<file path="src/rtl/bits_pack.sv">
// Packs 1..15-bit fields LSB-first into 32-bit words and queues them in a small output FIFO.
// Latency: word-completing push -> pushout two edges later; stopout reserves two free FIFO slots.
module bits_pack #(
   parameter int DEPTH = 4
) (
   input  logic        clk,
   input  logic        rst,
   input  logic        pushin,
   input  logic [3:0]  lenin,
   input  logic [14:0] datain,
   input  logic        flushin,
   output logic        stopout,
   output logic        pushout,
   output logic [31:0] dataout,
   input  logic        stopin
);

   localparam int PW = $clog2(DEPTH);
   localparam int CW = $clog2(DEPTH + 1);

   logic [46:0]   acc_q, acc_d;
   logic [4:0]    cnt_q, cnt_d;
   logic [PW-1:0] rd_q, rd_d, wr_q, wr_d, wr_nxt;
   logic [CW-1:0] count_q, count_d;
   logic          pushout_q;
   logic [31:0]   dataout_q;
   logic [31:0]   mem [DEPTH];

   logic          accept, push_ok, full_wr, flush_wr, pop;
   logic [14:0]   fmask;
   logic [46:0]   ins, acc_a, acc_b;
   logic [5:0]    sum_a;
   logic [4:0]    cnt_b;
   logic          wa_vld, wb_vld;
   logic [31:0]   wa_dat, wb_dat;
   logic [1:0]    n_wr;

   function automatic logic [PW-1:0] ptr_inc(input logic [PW-1:0] p);
      return (p == PW'(DEPTH - 1)) ? '0 : p + PW'(1);
   endfunction

   assign stopout = (count_q >= CW'(DEPTH - 2));
   assign pushout = pushout_q;
   assign dataout = dataout_q;

   always_comb begin
      accept   = !stopout;
      push_ok  = pushin && accept && (lenin != 4'd0);
      fmask    = 15'h7FFF >> (4'd15 - lenin);
      ins      = {32'd0, datain & fmask} << cnt_q;
      acc_a    = push_ok ? (acc_q | ins) : acc_q;
      sum_a    = push_ok ? ({1'b0, cnt_q} + {2'b00, lenin}) : {1'b0, cnt_q};
      // sum never reaches 64, so bit 5 alone marks a completed word
      full_wr  = sum_a[5];
      acc_b    = full_wr ? (acc_a >> 32) : acc_a;
      cnt_b    = sum_a[4:0];
      flush_wr = flushin && accept && (cnt_b != 5'd0);
      acc_d    = flush_wr ? '0 : acc_b;
      cnt_d    = flush_wr ? 5'd0 : cnt_b;

      // Up to two writes per cycle: the completed word first, then the padded remainder
      wa_vld   = full_wr || flush_wr;
      wa_dat   = full_wr ? acc_a[31:0] : acc_b[31:0];
      wb_vld   = full_wr && flush_wr;
      wb_dat   = acc_b[31:0];
      n_wr     = {1'b0, wa_vld} + {1'b0, wb_vld};

      wr_nxt   = ptr_inc(wr_q);
      if (n_wr == 2'd2)
         wr_d = ptr_inc(wr_nxt);
      else if (n_wr == 2'd1)
         wr_d = wr_nxt;
      else
         wr_d = wr_q;

      pop      = (count_q != '0) && !stopin;
      rd_d     = pop ? ptr_inc(rd_q) : rd_q;
      count_d  = count_q + CW'(n_wr) - CW'(pop);
   end

   always_ff @(posedge clk) begin
      if (rst) begin
         acc_q     <= '0;
         cnt_q     <= '0;
         rd_q      <= '0;
         wr_q      <= '0;
         count_q   <= '0;
         pushout_q <= 1'b0;
         dataout_q <= '0;
      end else begin
         acc_q     <= acc_d;
         cnt_q     <= cnt_d;
         rd_q      <= rd_d;
         wr_q      <= wr_d;
         count_q   <= count_d;
         pushout_q <= pop;
         if (pop)
            dataout_q <= mem[rd_q];
      end
   end

   always_ff @(posedge clk) begin
      if (!rst && wa_vld)
         mem[wr_q] <= wa_dat;
      if (!rst && wb_vld)
         mem[wr_nxt] <= wb_dat;
   end

endmodule

</file>
<file path="config.mk">
export PLATFORM = sky130hd
export DESIGN_NAME = bits_pack
export DESIGN_NICKNAME = d
export VERILOG_FILES = /design/src/rtl/bits_pack.sv
export SDC_FILE = /design/constraint.sdc
export NUM_CORES = 1
export LEC_CHECK = 0
export CAP_MARGIN = 10
export CORE_ASPECT_RATIO = 0.7
export CORE_MARGIN = 4
export CORE_UTILIZATION = 35
export DETAILED_ROUTE_END_ITERATION = 8
export GPL_ROUTABILITY_DRIVEN = 0
export PLACE_DENSITY = 0.6
export REMOVE_ABC_BUFFERS = 1
export SETUP_SLACK_MARGIN = 0.5
export SYNTH_ARGS = -nofsm -noshare
export SYNTH_HDL_FRONTEND = slang
export SYNTH_SLANG_ARGS = --single-unit
</file>
<file path="constraint.sdc">
create_clock -name clk -period 5.09 [get_ports clk]
set_input_delay 1.018 -clock clk [delete_from_list [all_inputs] [get_ports clk]]
set_output_delay 1.018 -clock clk [all_outputs]
set_load 0.05 [all_outputs]
</file>
==> impl_metrics.json <==
{
  "synthesis.instances": 1001,
  "switching_share": 0.366,
  "rsz0062_at_grt": "true",
  "grt_pass1_wl_um": 47000,
  "slew_violations": 0,
  "fin_area_um2": 12600,
  "crit_top_cell": "inv_1",
  "path_clk_slew_ns": 0.07,
  "synth.area.top_cells": "edfxtp_1 (36%), dfxtp_1 (17%), mux4_2 (7.3%)",
  "synth-seq-area-share": 0.526,
  "vias": 8228,
  "yosysTopAreaCellShare": 0.357,
  "place_ws_ns": 0.163,
  "cts-resized-gates": 0,
  "first_iter_violations": 1011,
  "slowest_stage": "clkdlybuf4s50_1",
  "crit_fanout": 10,
  "postCtsHoldBufs": 0,
  "cp_cell_sequence": "clkdlybuf4s50_1 -> ha_1 -> inv_1 -> fa_1 -> nand2b_1 -> a21oi_1 -> xnor2_1 -> a31oi_1 -> o211ai_1 -> inv_1 -> ha_1 -> inv_1 -> nor2_1 -> nand3_1 -> buf_4 -> mux2i_1",
  "dp.final_hpwl_um": 19900,
  "final_common_cell": "nor2_1",
  "overflow": 0,
  "layout_common_cells": "nor2_1 (151), edfxtp_1 (128), nand2_1 (92)",
  "drt-total-wl_um": 29800,
  "critPathLaunch": "lenin[0]",
  "regArea_um2": 5670,
  "setup_slack_ns": 0.723,
  "antenna_found_initial": 0,
  "crit_path_max_incr_delay_ns": 0.49,
  "dieHeight_um": 155,
  "synth-edff-count": 128,
  "p_switching_mw": 2.27,
  "hold_violations": 0,
  "outcome": "finished clean",
  "synth-seq-cells": 219,
  "setup_violations": 0,
  "first_global_vias": 7848,
  "maxCapViolations": 0,
  "gr-usage-all-layers": 0.176,
  "cts_setup_buffers": 0,
  "power_per_cell_area_nw_per_um2": 491,
  "required_ns": 5.34,
  "drt-wirelength-per-cell_um": 20.2,
  "clockRootBuffer": "clkbuf_16",
  "clock_sinks": 219,
  "ys.flop_type": "edfxtp_1",
  "peakVddDrop_v": 0.000225,
  "synth_largest_area_cell": "edfxtp_1",
  "r2r_start": "cnt_q[1]$_SDFF_PP0_",
  "period_needed_ns": 4.37,
  "holdCritStartpoint": "dataout[25]$_SDFFE_PP0P_",
  "drc": 0,
  "clock_tree.buffer_depth": 3,
  "layout-drive-gt1-share": 0.133,
  "crit_family": "buffers and inverters",
  "skew_ns": 0.0218,
  "finalSetupTns_ns": 0,
  "clockPowerShare": 0.269,
  "dieArea_um2": 33700,
  "final_nets": 1092,
  "yosys.cell_types.count": 68,
  "async_flop_share": 0,
  "core_um2": 30200,
  "cp-end-kind": "flip-flop",
  "n_fill_cell": 2865,
  "leakagePower_nw": 4.50,
  "vias_per_cell": 5.57,
  "antenna_cells": 0,
  "multi_input_area_um2": 4700,
  "syn_to_final_growth_pct": 17.3,
  "worst-r2r-setup-slack_ns": 1.20,
  "start_util": 0.357,
  "worst_pin_slew_ns": 0.867,
  "cts-htree-levels": 1,
  "p_comb_frac": 0.363,
  "postPlaceCellArea_um2": 11900,
  "detail-route-antenna-nets": 0,
  "worstSkewPairLatency_ns": 0.53,
  "critical_path.startpoint_type": "input port",
  "min_path_type": "reg2reg",
  "crit_arrival_ns": 4.62,
  "maxSlewHeadroom": 0.406,
  "avgSynthCellArea_um2": 10.8,
  "cp_num_buf_inv": 5,
  "tritoncts": "built",
  "yosys_warnings": 0,
  "p_int_mw": 3.93,
  "netlist_area_um2": 10800,
  "critPathKind": "in2reg",
  "numCtsBuffers": 22,
  "max_freq_mhz": 229,
  "drtPass1Iterations": 5,
  "rows": 53,
  "finalCritPeriodShare": 0.858,
  "io_buffers": 57,
  "io_pins": 58,
  "pwr-share-seq": 0.368,
  "die_w_um": 218,
  "grt_max_degree": 38
}
==> routing by layer <==
layer | up-vias | routed length (um) | GRT usage
li1 | 3822 | - | -
met1 | 4055 | 14300 | 0.269
met2 | 298 | 12500 | 0.254
met3 | 53 | 2260 | 0.0403
met4 | 0 | 677 | 0.0363
met5 | - | 0 | 0
==> power by group through the flow <==
| stage | logic, mW | registers [mW] | clock network [mW] |
|---|---|---|---|
| 2_1_floorplan | 1.24 | 2.60 | 0 |
| 3_3_place_gp | 2.22 | 2.31 | 0 |
| 3_5_place_dp | 2.24 | 2.32 | 0 |
| 4_1_cts | 2.25 | 2.28 | 1.71 |
| 5_1_grt | 2.46 | 2.30 | 1.78 |
| 6_report | 2.25 | 2.28 | 1.67 |
==> synth_stat cells, types with 9 or more instances <==
| library cell | count |
|---|---|
| a211oi_1 | 25 |
| a21oi_1 | 74 |
| a22oi_1 | 21 |
| a31oi_1 | 9 |
| buf_2 | 9 |
| clkbuf_1 | 54 |
| dfxtp_1 | 91 |
| edfxtp_1 | 128 |
| ha_1 | 17 |
| inv_1 | 19 |
| mux2i_1 | 41 |
| mux4_2 | 35 |
| nand2_1 | 92 |
| nand3_1 | 18 |
| nor2_1 | 155 |
| nor3_1 | 55 |
| o211ai_1 | 10 |
| o21ai_0 | 17 |
==> registers in the layout, indices dropped and copies added, names as in the netlist <==
register / count
wr_q: 2
count_q: 3
rd_q: 2
pushout: 1
mem: 128
acc_q: 46
dataout: 32
cnt_q: 5
==> kinds of logic after synthesis <==
logic type,synth area share
buf+inv,0.0380
xor+xnor,0.00488
flops,0.526
simple gates,0.152
mux,0.114
fa+ha+maj,0.0235
compound gates,0.141
==> final cells by class <==
| class | instances | share of cell area |
|---|---|---|
| Clock buffer | 33 | 0.0525 |
| Clock inverter | 7 | 0.00624 |
| Inverter | 21 | 0.00624 |
| Multi-Input combinational cell | 687 | 0.372 |
| Sequential cell | 219 | 0.449 |
| Tap cell | 412 | 0.0408 |
| Timing Repair Buffer | 98 | 0.0731 |
==> per-stage QoR <==
| step | instances | hold WS, ns | power (mW) | util |
|---|---|---|---|---|
| floorplan | 927 | 0.495 | 3.84 | - |
| global placement | 1437 | 0.442 | 4.54 | 0.394 |
| detailed placement | 1437 | 0.445 | 4.56 | 0.394 |
| CTS | 1477 | 0.454 | 6.25 | 0.419 |
| global route | 1477 | 0.475 | 6.54 | 0.419 |
| finish | 1477 | 0.452 | 6.20 | 0.419 |
==> worst reg2reg max path: cells and delay by family, from the launching register on <==
| kind | cells | cell delay, ns |
|---|---|---|
| and+or+nand+nor | 3 | 0.94 |
| buffers and inverters | 4 | 0.79 |
| muxes | 1 | 0.12 |
| DFF | 1 | 0.33 |
| AOI/OAI and AO/OA | 3 | 0.66 |
| adders and majority gates | 2 | 0.70 |
| xor gates and xnor gates | 1 | 0.09 |
==> path summary, 6_finish.rpt <==
path	cells past startpoint	endpoint
max	16	mem[0][9]$_DFFE_PP_
min	2	dataout[25]$_SDFFE_PP0P_
max reg2reg	14	mem[0][9]$_DFFE_PP_
min reg2reg	2	dataout[25]$_SDFFE_PP0P_
Power figures use the tool's default switching activity.
